==> config.mk <==
export PLATFORM = sky130hd
export DESIGN_NAME = rc4_ksa_ctrl
export DESIGN_NICKNAME = d
export VERILOG_FILES = /design/src/rtl/rc4_ksa_ctrl.sv
export SDC_FILE = /design/constraint.sdc
export NUM_CORES = 1
export LEC_CHECK = 0
export ABC_AREA = 1
export CAP_MARGIN = 15
export CORE_MARGIN = 3
export CORE_UTILIZATION = 48
export CTS_BUF_LIST = sky130_fd_sc_hd__clkbuf_4
export CTS_CLUSTER_DIAMETER = 100
export DETAILED_ROUTE_END_ITERATION = 8
export PLACE_DENSITY = 0.88
export SETUP_SLACK_MARGIN = 0.02
export SLEW_MARGIN = 10
export SYNTH_ARGS = -nofsm -noshare
export SYNTH_HDL_FRONTEND = slang
export SYNTH_SLANG_ARGS = --single-unit
==> constraint.sdc <==
create_clock -name clk -period 4.5 [get_ports clk]
set_clock_uncertainty 0.2 [all_clocks]
set_input_delay 0.45 -clock clk [delete_from_list [all_inputs] [get_ports clk]]
set_output_delay 0.45 -clock clk [all_outputs]
set_load 0.05 [all_outputs]
==> src/rtl/rc4_ksa_ctrl.sv <==
`default_nettype none
// ----------------------------------------------------------------------------
// rc4_ksa_ctrl : RC4 key-scheduling sequencer driving an external 256x8 state
//                array. Optional abort input enabled by macro RC4_KSA_ABORT_EN.
// Revision     : 1.0 - initial release
// ----------------------------------------------------------------------------
module rc4_ksa_ctrl #(
  parameter int KEY_BYTES = 16
) (
  input  logic                   clk,
  input  logic                   reset,
  input  logic                   start_i,
  input  logic [8*KEY_BYTES-1:0] key_i,
`ifdef RC4_KSA_ABORT_EN
  input  logic                   abort_i,
`endif
  input  logic [7:0]             sarr_rdata_i,
  output logic [7:0]             sarr_waddr_o,
  output logic [7:0]             sarr_wdata_o,
  output logic [7:0]             sarr_raddr_o,
  output logic                   sarr_wenable_o,
  output logic                   sarr_renable_o,
  output logic                   sarr_swap_o,
  output logic                   busy_o,
  output logic                   done_o
);

  localparam int            KW     = (KEY_BYTES > 1) ? $clog2(KEY_BYTES) : 1;
  localparam logic [KW-1:0] K_LAST = KW'(KEY_BYTES - 1);

  typedef enum logic [2:0] {
    S_IDLE     = 3'd0,
    S_INIT     = 3'd1,
    S_MIX_READ = 3'd2,
    S_MIX_SWAP = 3'd3,
    S_DONE     = 3'd4
  } state_t;

  state_t                 state_q, state_d;
  logic [7:0]             i_q, i_d;
  logic [7:0]             j_q, j_d;
  logic [KW-1:0]          k_q, k_d;
  logic [8*KEY_BYTES-1:0] key_q, key_d;
  logic                   active_w;
  logic                   abort_w;
  logic [7:0]             key_byte_w;

  assign active_w = (state_q == S_INIT) || (state_q == S_MIX_READ) ||
                    (state_q == S_MIX_SWAP);

`ifdef RC4_KSA_ABORT_EN
  assign abort_w = abort_i & active_w;
`else
  assign abort_w = 1'b0;
`endif

  assign key_byte_w = key_q[{k_q, 3'b000} +: 8];

  always_comb begin
    state_d = state_q;
    i_d     = i_q;
    j_d     = j_q;
    k_d     = k_q;
    key_d   = key_q;
    case (state_q)
      S_IDLE: begin
        if (start_i) begin
          key_d   = key_i;
          i_d     = 8'd0;
          j_d     = 8'd0;
          k_d     = '0;
          state_d = S_INIT;
        end
      end
      S_INIT: begin
        i_d = i_q + 8'd1;
        if (i_q == 8'hFF) state_d = S_MIX_READ;
      end
      S_MIX_READ: begin
        j_d     = j_q + sarr_rdata_i + key_byte_w;
        state_d = S_MIX_SWAP;
      end
      S_MIX_SWAP: begin
        i_d     = i_q + 8'd1;
        k_d     = (k_q == K_LAST) ? '0 : k_q + 1'b1;
        state_d = (i_q == 8'hFF) ? S_DONE : S_MIX_READ;
      end
      S_DONE:  state_d = S_IDLE;
      default: state_d = S_IDLE;
    endcase
    // Abort overrides everything; the key register is left as is.
    if (abort_w) begin
      state_d = S_IDLE;
      i_d     = 8'd0;
      j_d     = 8'd0;
      k_d     = '0;
    end
  end

  always_ff @(posedge clk or posedge reset) begin
    if (reset) begin
      state_q <= S_IDLE;
      i_q     <= 8'd0;
      j_q     <= 8'd0;
      k_q     <= '0;
      key_q   <= '0;
    end else begin
      state_q <= state_d;
      i_q     <= i_d;
      j_q     <= j_d;
      k_q     <= k_d;
      key_q   <= key_d;
    end
  end

  // Moore decode; j_q already holds the updated j during MIX_SWAP.
  always_comb begin
    sarr_waddr_o   = 8'd0;
    sarr_wdata_o   = 8'd0;
    sarr_raddr_o   = 8'd0;
    sarr_wenable_o = 1'b0;
    sarr_renable_o = 1'b0;
    sarr_swap_o    = 1'b0;
    if (!abort_w) begin
      case (state_q)
        S_INIT: begin
          sarr_wenable_o = 1'b1;
          sarr_waddr_o   = i_q;
          sarr_wdata_o   = i_q;
        end
        S_MIX_READ: begin
          sarr_renable_o = 1'b1;
          sarr_raddr_o   = i_q;
        end
        S_MIX_SWAP: begin
          sarr_swap_o  = 1'b1;
          sarr_raddr_o = i_q;
          sarr_waddr_o = j_q;
        end
        default: ;
      endcase
    end
  end

  assign busy_o = active_w;
  assign done_o = (state_q == S_DONE);

endmodule
`default_nettype wire

== Yosys cells after proc, flatten, opt, wreduce, memory -nomap -nowiden ==
Cells that the tools add are included.
Word-level totals
  register bits after elaboration: 151
  bits of input ports: 139
  output and inout port bits: 29
  word-level logic and storage cells: 47
Operators by class
  add/sub/neg operators: 4
  eq/ne operators: 8
  shift-type cells: 1
  multiplexer cells: 16
  reduce and logical (&&, ||, !) cells: 13
Operator list (number)
  128-bit by 8-bit variable part select with 8-bit output: 1
  8-bit case mux with 2 select lines: 3
  8-bit 2-to-1 mux: 3
  8-bit adder: 2
  3-bit case mux with 4 select lines: 1
  2-bit AND reduction: 5
  3-bit 2-to-1 mux: 3
  8-bit by 1-bit adder with 8-bit output (second input constant): 1
  8-bit == test (second input constant): 1
  4-bit 2-to-1 mux: 2
  4-bit case mux with 2 select lines: 1
  3-bit by 2-bit == test with 1-bit output (second input constant): 2
  2-bit nonzero test: 3
  4-bit by 1-bit adder with 4-bit output (second input constant): 1
  4-bit == test (second input constant): 1
  2-bit OR reduction: 2
  3-bit by 1-bit == test with 1-bit output (second input constant): 1
  3-bit == test (second input constant): 1
  3-bit zero test: 1
  1-bit 2-to-1 mux: 3
  1-bit logical OR: 2
  2-bit by 1-bit != test with 1-bit output (second input constant): 1
  2-bit != test (second input constant): 1

== Depth between registers and ports, before layout ==
Gate-level depths: netlist of run 1.
  depth after elaboration: 4
  depth in mapped cells: 18

== Least setup slack after synthesis of run 1 ==
Ideal clock, no wire load.
  path type: register to output
  start: register state_q[2]
  end: output sarr_waddr_o[7]
  data arrival time: 2.335 ns
  setup slack: 1.515 ns
  cell stages (with the launch flop): 6
  cells stage by stage: dfrtp_1 inv_1 nand2_2 nor2_4 clkinv_1 o21ai_0
On the way
  cells in the longest elaborated chain, start to end: 2
  elaborated cells on any way between the ends: 3
  those cells by class: eq/ne: 2; mux: 1
Ends and longest elaborated chain
  start: declaration: line 39  | state_t state_q, state_d;
  start signal: assignment: line 108  | state_q <= state_d;
  3-bit by 2-bit == test with 1-bit output / 3-bit by 1-bit == test with 1-bit output (equally long branches): line 125  | case (state_q)
  8-bit case mux with 2 select lines *: line 125
  end: declaration: line 18  | output logic [7:0] sarr_waddr_o,
Mark *: on every way between the ends. The rest lies on a longest branch, timed or not.

== Worst setup path in the final report of run 1 ==
Ends and elaborated chain as after synthesis.

==> metrics, run 1 <==
outcome=finished, final reports clean; H-tree depth=4; Residual DRC=0; Hold Path Class=in -> async; Worst-Skew Late Latency=590 ps; max-cap violations=0; initial core utilization=0.496; final hold violations=0; dominant cells by area after synthesis=dfrtp_1 50%, nand2_1 21%, o21ai_0 5.5%; Die ar.=17400 µm²; reg2reg end=j_q[7]; core area=15300 µm²; die width=132 µm; count of pins over their slew limit=0; clk slew on worst S/H paths=140 ps; Mapped Cells=978; DRT iter0 DRCs=750; first-pass GRT wire length=33900 µm; asr flop ratio synth=1.00; row count=45; Mapped Nets=1133; post-DP HPWL=15900 µm; Worst Setup Path Type=reg -> out; Synth Area in Adders=0.0343; Hold-fix buffers, CTS=0; gp weighted congestion=0.967; layout cell share with drive strength beyond 1=0.0493; Die Y=132 µm; Vias=6950; Synth Area in Compound Gates=0.114; Cell Count Post-Placement=1314; CTS tree=yes; crit end category=primary output; most frequent cell after synthesis=nand2_1; Wirelength per Cell=15.6 µm; WL final=21000 µm; CP Data Arrival Time=3000 ps; Peak VDD IR=0.146 mV; Slew HR=0.430; Tightest Pin Transition=855 ps; number of fill cells=1321; Final Net Count=1277; GR Util All Layers=0.246; Pre-antenna DRT Iters=6; combinational family with the most area after synthesis=simple AND/OR/NAND/NOR gates; worst-path maximum fanout=17; Worst setup SP type=flop; pwr dens=271 nW/µm²; xor/xnor share of the synthesized area=0.00692; post-cts sizing count=0; Clock Path Buffers=2; final antenna-violating net count=0; CP Data Required Time=3850 ps; Reg area=3780 µm²; top-area cell type share of the netlist area=0.497; TritonCTS buffer count=17; Primary FF master, synth=dfrtp_1; portion of netlist area occupied by mux cells=0; RSZ-0062 raised after global routing=no; setup TNS=0 ps; Post-Synth Simple-Gate Area=0.271; top cells by count, synth=431 x nand2_1, 151 x dfrtp_1, 84 x o21ai_0, 69 x inv_1, 52 x nor2_1; CTS root buffer=clkbuf_4; vias in the first global route=6612; synth-to-layout area growth=26.3%; worst r2r src=k_q[2]; Finished Layout Cells=1347; Post-Synthesis Cell Area=7600 µm²; IO Pins=168; final setup fails=0; number of synthesized flops with an enable pin=0; Tcrit/Tclk final=0.812; Distinct cells, synth=31; r2r setup slk=960 ps; Multi-input gate area=3240 µm²; Post-CTS Setup Bufs=0; Max Clk Rate=274 MHz; cell taking the most area after synthesis=dfrtp_1; antenna violations before repair=1; clk sinks=151; Seq/Total Area, Yosys=0.497; total gr overflow=0; Synth Warn #=0; Port Buf Inserts=167; largest net degree at the start of global routing=103; static leakage=4.67 nW; drt via density=5.16; Yosys reg bits=151; min Tclk post-route=3650 ps; syn avg cell area=7.77 µm²; worst reg2reg path depth=16
==> critical path, cell delays in order (launching register included) <==
cell	delay, ps
dfrtp_1	470
inv_1	110
nand2_2	140
nor2_4	150
clkinv_1	380
o21ai_0	310
clkdlybuf4s50_1	860
==> cell families after synthesis <==
kind of cell / after synthesis
AO/OA/AOI/OAI: 156
XOR/XNOR: 6
adder cells (fa/ha/maj): 16
buffers and inverters: 126
flip-flops: 151
AND/OR/NAND/NOR: 523
==> flip-flops by register name, summed over array words and instances, names as in the netlist <==
| register | flops |
|---|---|
| i_q | 8 |
| k_q | 4 |
| state_q | 3 |
| key_q | 128 |
| j_q | 8 |
==> where the power goes <==
part | switching [W] | leakage (nW) | internal (W)
registers | 0.0000414 | 1.86 | 0.00142
logic | 0.000148 | 2.67 | 0.000177
clock network | 0.000525 | 0.142 | 0.000285
total | 0.000715 | 4.67 | 0.00188
==> placed cells by master, fill, tap and decap left out, types with 3 or more instances in the layout <==
master / n
dfrtp_1: 150
clkbuf_4: 17
nand2_1: 431
clkinv_4: 3
ha_1: 8
o22ai_1: 21
o21ai_0: 84
inv_1: 68
nor2_4: 3
a21oi_1: 31
clkdlybuf4s50_1: 167
clkinvlp_4: 4
nand3_1: 30
xor2_1: 4
inv_2: 5
buf_4: 8
fa_1: 8
nor2_1: 52
o2111ai_1: 11
inv_6: 5
==> metrics by stage <==
step                      power, W   util  area (µm²)  hold WS (ps)  setup slack [ps]
final                      0.00260  0.626        9590           149               845
after global routing       0.00271  0.626        9590           145               575
after CTS                  0.00262  0.626        9590           129               813
after detailed placement   0.00181  0.609        9320           259              1030
after global placement     0.00181  0.609        9320           253              1090
after floorplan            0.00162      -        7600           237              1520
==> area by class of cell <==
class                           instances  share of cell area
Clock buffer                           17              0.0133
Tap cell                              211              0.0275
Sequential cell                       151               0.394
Clock inverter                         15              0.0150
Inverter                               75              0.0297
Antenna cell                            1            0.000261
Timing Repair Buffer                  176               0.183
Multi-Input combinational cell        701               0.338
==> worst max path at each step <==
stage                           from               to  depth (start not counted)  slack, ps
final                     state_q[2]  sarr_waddr_o[7]                          6        850
after detailed placement      k_q[2]           j_q[7]                         16       1030
after CTS                 state_q[2]  sarr_waddr_o[7]                          6        810
after global routing          k_q[0]           j_q[6]                         15        570
after floorplan           state_q[2]  sarr_waddr_o[7]                          5       1520
after global placement        k_q[2]           j_q[7]                         16       1090
==> layer usage <==
metal | track usage | vias up | wire length [µm]
li1 | - | 3392 | -
met1 | 0.333 | 3227 | 8880
met2 | 0.387 | 282 | 9990
met3 | 0.0561 | 49 | 1460
met4 | 0.0980 | 0 | 634
met5 | 0 | - | 0
Power figures use the tool's default switching activity.
==> run 2: changes to the inputs <==
- CORE_UTILIZATION: 48 -> 50
- PLACE_DENSITY: 0.88 -> 0.87
- clock period: 4.5 -> 3.4 ns (I/O delays scaled with it)
==> metrics, run 2 (same netlist as run 1, synthesis figures left out) <==
Vias=7083; biggest regs=key_q (128), i_q (8), j_q (8); Die Y=129 µm; synth-to-layout area growth=28.2%; Slowest-stage cell, CP=clkdlybuf4s50_1; core area=14700 µm²; most frequent CP cell=inv_1; Worst-Skew Late Latency=560 ps; setup TNS=0 ps; Largest Register=key_q; total gr overflow=0; Wirelength per Cell=16.0 µm; clk sinks=151; CP Data Arrival Time=2680 ps; final setup fails=0; Clock Path Buffers=2; outcome=finished, final reports clean; Max Clk Rate=310 MHz; max-cap violations=0; gp weighted congestion=0.918; first-pass GRT wire length=33400 µm; Hold Path Class=in -> reg; Place WS=202 ps; number of fill cells=1207; Die ar.=16700 µm²; final core utilization=0.663; placed instance area=9360 µm²; Final Net Count=1286; CTS root buffer=clkbuf_4; slowest stage delay, CP=810 ps; Crit path max-delay family=buffers and inverters; row count=44; vias in the first global route=6686; CTS tree=yes; commonest non-fill, non-tap cell in the layout=nand2_1; Largest register FFs=128; drt via density=5.33; Residual DRC=0; Tcrit/Tclk final=0.948; RSZ-0062 raised after global routing=yes; Peak VDD IR=0.213 mV; Worst setup SP type=flop; pwr dens=355 nW/µm²; count of pins over their slew limit=0; Port Buf Inserts=167; final setup slack of the worst path=176 ps; H-tree depth=4; Power, Total=0.00346 W; crit end category=primary output; CP Data Required Time=2860 ps; GR Util All Layers=0.258; post-DP HPWL=15400 µm; die width=129 µm; commonest cells after routing, fill and taps aside=431 x nand2_1, 150 x clkdlybuf4s50_1, 149 x dfrtp_1; Worst Setup Path Type=reg -> out; min Tclk post-route=3220 ps; static leakage=4.82 nW; layout cell share with drive strength beyond 1=0.0586; worst-path maximum fanout=11; Slew HR=0.409; crit path cell chain=inv_1, nand2_2, nor2_4, inv_1, nand2_1, inv_2, nor2_1, clkdlybuf4s50_1; Hold-fix buffers, CTS=0; final hold violations=0; final antenna-violating net count=0; Pre-antenna DRT Iters=6; Multi-input gate area=3240 µm²; clk slew on worst S/H paths=130 ps; initial core utilization=0.517; largest net degree at the start of global routing=164; Reg area=3780 µm²; IO Pins=168; TritonCTS buffer count=17; crit path buf inv count=4; fin area=9740 µm²; DRT iter0 DRCs=910; antenna violations before repair=1; WL final=21300 µm; Tightest Pin Transition=887 ps
[run 2: changes by cell type in the layout (fill, tap and decap cells not counted), moves of 2 or more]
cell / delta
o21ai_1: +4
o21ai_0: -4
clkdlybuf4s50_1: -17
inv_6: -4
dlygate4sd2_1: +16
inv_1: -2
clkbuf_16: +3
buf_12: +5
[run 2: path summary, 6_finish.rpt]
| check | startpoint | end | slack [ps] | depth (start not counted) |
|---|---|---|---|---|
| worst min-delay path | key_i[121] | key_q[121] | 90 | 3 |
| worst max register to register | k_q[0] | j_q[7] | 200 | 14 |
| worst min register to register | key_q[83] | key_q[83] | 290 | 2 |
| worst max-delay path | state_q[2] | sarr_raddr_o[3] | 180 | 8 |
| max in group asynchronous | reset | k_q[1] | 2250 | 3 |
| min in group asynchronous | reset | key_q[77] | 150 | 3 |
[run 2: stage by stage]
step | hold WS (ps) | cells
after floorplan | 237 | 978
after global placement | 254 | 1289
after detailed placement | 257 | 1289
after CTS | 57.3 | 1320
after global routing | 61.9 | 1328
final | 94.5 | 1328
[run 2: power by group]
part,internal (W),switching (W)
Sequential,0.00188,0.0000570
Clock,0.000438,0.000661
Combinational,0.000232,0.000191
[run 2: worst min-delay path, stage by stage]
cell and delay (ps):
clkdlybuf4s50_1 390, nand2_1 60, nand2_1 40
[run 2: repair_timing]
action                                  in CTS  in global routing
buffers inserted                             0                  4
gates resized for setup                     16                  8
pin swaps                                    0                  0
endpoints found under the setup margin      16                  3
cloned                                       0                  3
[run 2: metal layers]
layer  global-route usage  wire [µm]  vias up
li1                     -          -     3406
met1                0.369       9190     3282
met2                0.396       9790      348
met3               0.0449       1750       47
met4               0.0982        580        0
met5                    0          0        -
[run 2: cell type report]
type / count / share of cell area
Antenna cell: 1 / 0.000257
Clock buffer: 17 / 0.0131
Clock inverter: 14 / 0.0157
Inverter: 75 / 0.0297
Multi-Input combinational cell: 701 / 0.333
Sequential cell: 151 / 0.388
Tap cell: 184 / 0.0236
Timing Repair Buffer: 185 / 0.197
==> run 3: changes to the inputs <==
- CELL_PAD_IN_SITES_DETAIL_PLACEMENT: not set -> 1
- CELL_PAD_IN_SITES_GLOBAL_PLACEMENT: not set -> 1
- CORE_UTILIZATION: 50 -> 37
- CTS_BUF_LIST: sky130_fd_sc_hd__clkbuf_4 -> not set
- MAX_ROUTING_LAYER: not set -> met4
- PLACE_DENSITY: 0.87 -> 0.88
==> metrics, run 3 (same netlist as run 1, synthesis figures left out) <==
total gr overflow=0; Port Buf Inserts=167; pwr dens=412 nW/µm²; IO Pins=168; clk sinks=151; worst reg2reg path depth=15; synth-to-layout area growth=34.8%; initial core utilization=0.383; post-DP HPWL=19100 µm; Worst Setup Path Type=reg -> reg; crit path to=j_q[6]; diode count=0; biggest regs=key_q (128), i_q (8), j_q (8); Tcrit/Tclk final=0.968; Max Clk Rate=304 MHz; Pre-antenna DRT Iters=5; Peak VDD IR=0.296 mV; Largest register FFs=128; Hold Path Class=in -> async; DRT iter0 DRCs=552; gp weighted congestion=0.909; commonest cells after routing, fill and taps aside=431 x nand2_1, 151 x clkdlybuf4s50_1, 149 x dfrtp_1; largest net degree at the start of global routing=152; placed instance area=9510 µm²; r2r setup slk=110 ps; Worst-Skew Late Latency=430 ps; outcome=finished, final reports clean; core area=19800 µm²; die width=149 µm; Die ar.=22300 µm²; worst r2r src=k_q[0]; vias in the first global route=7520; layout cell share with drive strength beyond 1=0.0698; Tightest Pin Transition=890 ps; min Tclk post-route=3290 ps; CP Data Arrival Time=3390 ps; Vias=7307; H-tree depth=4; Hold WS=237 ps; worst-path maximum fanout=35; drt via density=5.18; row count=51; Slew HR=0.407; final setup slack of the worst path=107 ps; static leakage=5.06 nW; Power, Total=0.00422 W; CTS tree=yes; antenna violations before repair=0; reg2reg end=j_q[6]; Hold-fix buffers, CTS=0; CP Data Required Time=3500 ps; Final Net Count=1288; max-cap violations=0; Residual DRC=0; TritonCTS buffer count=17; Worst setup SP type=flop; final antenna-violating net count=0; Wirelength per Cell=19.1 µm; GR Util All Layers=0.243; CTS root buffer=clkbuf_16; final hold violations=0; count of pins over their slew limit=0; Clock Path Buffers=2; commonest non-fill, non-tap cell in the layout=nand2_1; Place WS=173 ps; Largest Register=key_q; Die Y=149 µm; crit end category=flop; clk slew on worst S/H paths=60 ps; Crit. Startpoint=k_q[0]; first-pass GRT wire length=40900 µm; fin area=10200 µm²; final setup fails=0; WL final=27000 µm
run 3: through the flow:
stage               std cells  setup TNS (ps)  utilization
finish                   1411               0        0.516
global route             1411           -58.2        0.516
CTS                      1406               0        0.507
detailed placement       1374               0        0.479
global placement         1374               0        0.479
floorplan                 978               0            -
run 3: layout make-up:
cell class / count / area [µm²]
inverter: 75 / 293
fill: 2374 / 9600
clock inverter: 13 / 114
tap: 265 / 332
sequential: 151 / 3780
timing repair buffer: 187 / 1970
multi-input combinational: 701 / 3310
clock buffer: 19 / 443
run 3: how the worst min path moves through the flow:
| stage | start | end | slack, ps | depth (start not counted) |
|---|---|---|---|---|
| final | reset | key_q[80] | 240 | 3 |
| after detailed placement | key_q[83] | key_q[83] | 260 | 2 |
| after floorplan | key_q[118] | key_q[118] | 240 | 2 |
| after global placement | key_q[18] | key_q[18] | 250 | 2 |
| after CTS | key_i[99] | key_q[99] | 240 | 3 |
| after global routing | key_i[114] | key_q[114] | 250 | 3 |
run 3: metal layers:
metal | share of wire | track usage
met1 | 0.43 | 0.318
met2 | 0.49 | 0.387
met3 | 0.051 | 0.0438
met4 | 0.022 | 0.0741
met5 | 0 | -
run 3: repair_timing:
item	in CTS	in global routing
resized for setup	8	28
cloned	0	3
endpoints found under the setup margin	8	19
setup buffers	0	2
run 3: power by group:
part / switching [W] / internal, W / total (W) / leakage, nW
sequential: 0.0000618 / 0.00188 / 0.00194 / 1.86
clock: 0.000843 / 0.000978 / 0.00182 / 0.267
combinational: 0.000212 / 0.000243 / 0.000454 / 2.94
total: 0.00112 / 0.00310 / 0.00422 / 5.06
run 3: critical path, cell delays in order, from the launching register on:
cell,delay [ps]
dfrtp_2,430
buf_4,170
clkbuf_16,200
o21ai_0,160
nand2_1,80
o2111ai_1,260
nand2_1,120
fa_1,560
ha_4,240
a21oi_1,140
nand2_1,80
nand2_1,80
nand2_1,50
a21oi_1,170
xor2_1,150
o21ai_0,80
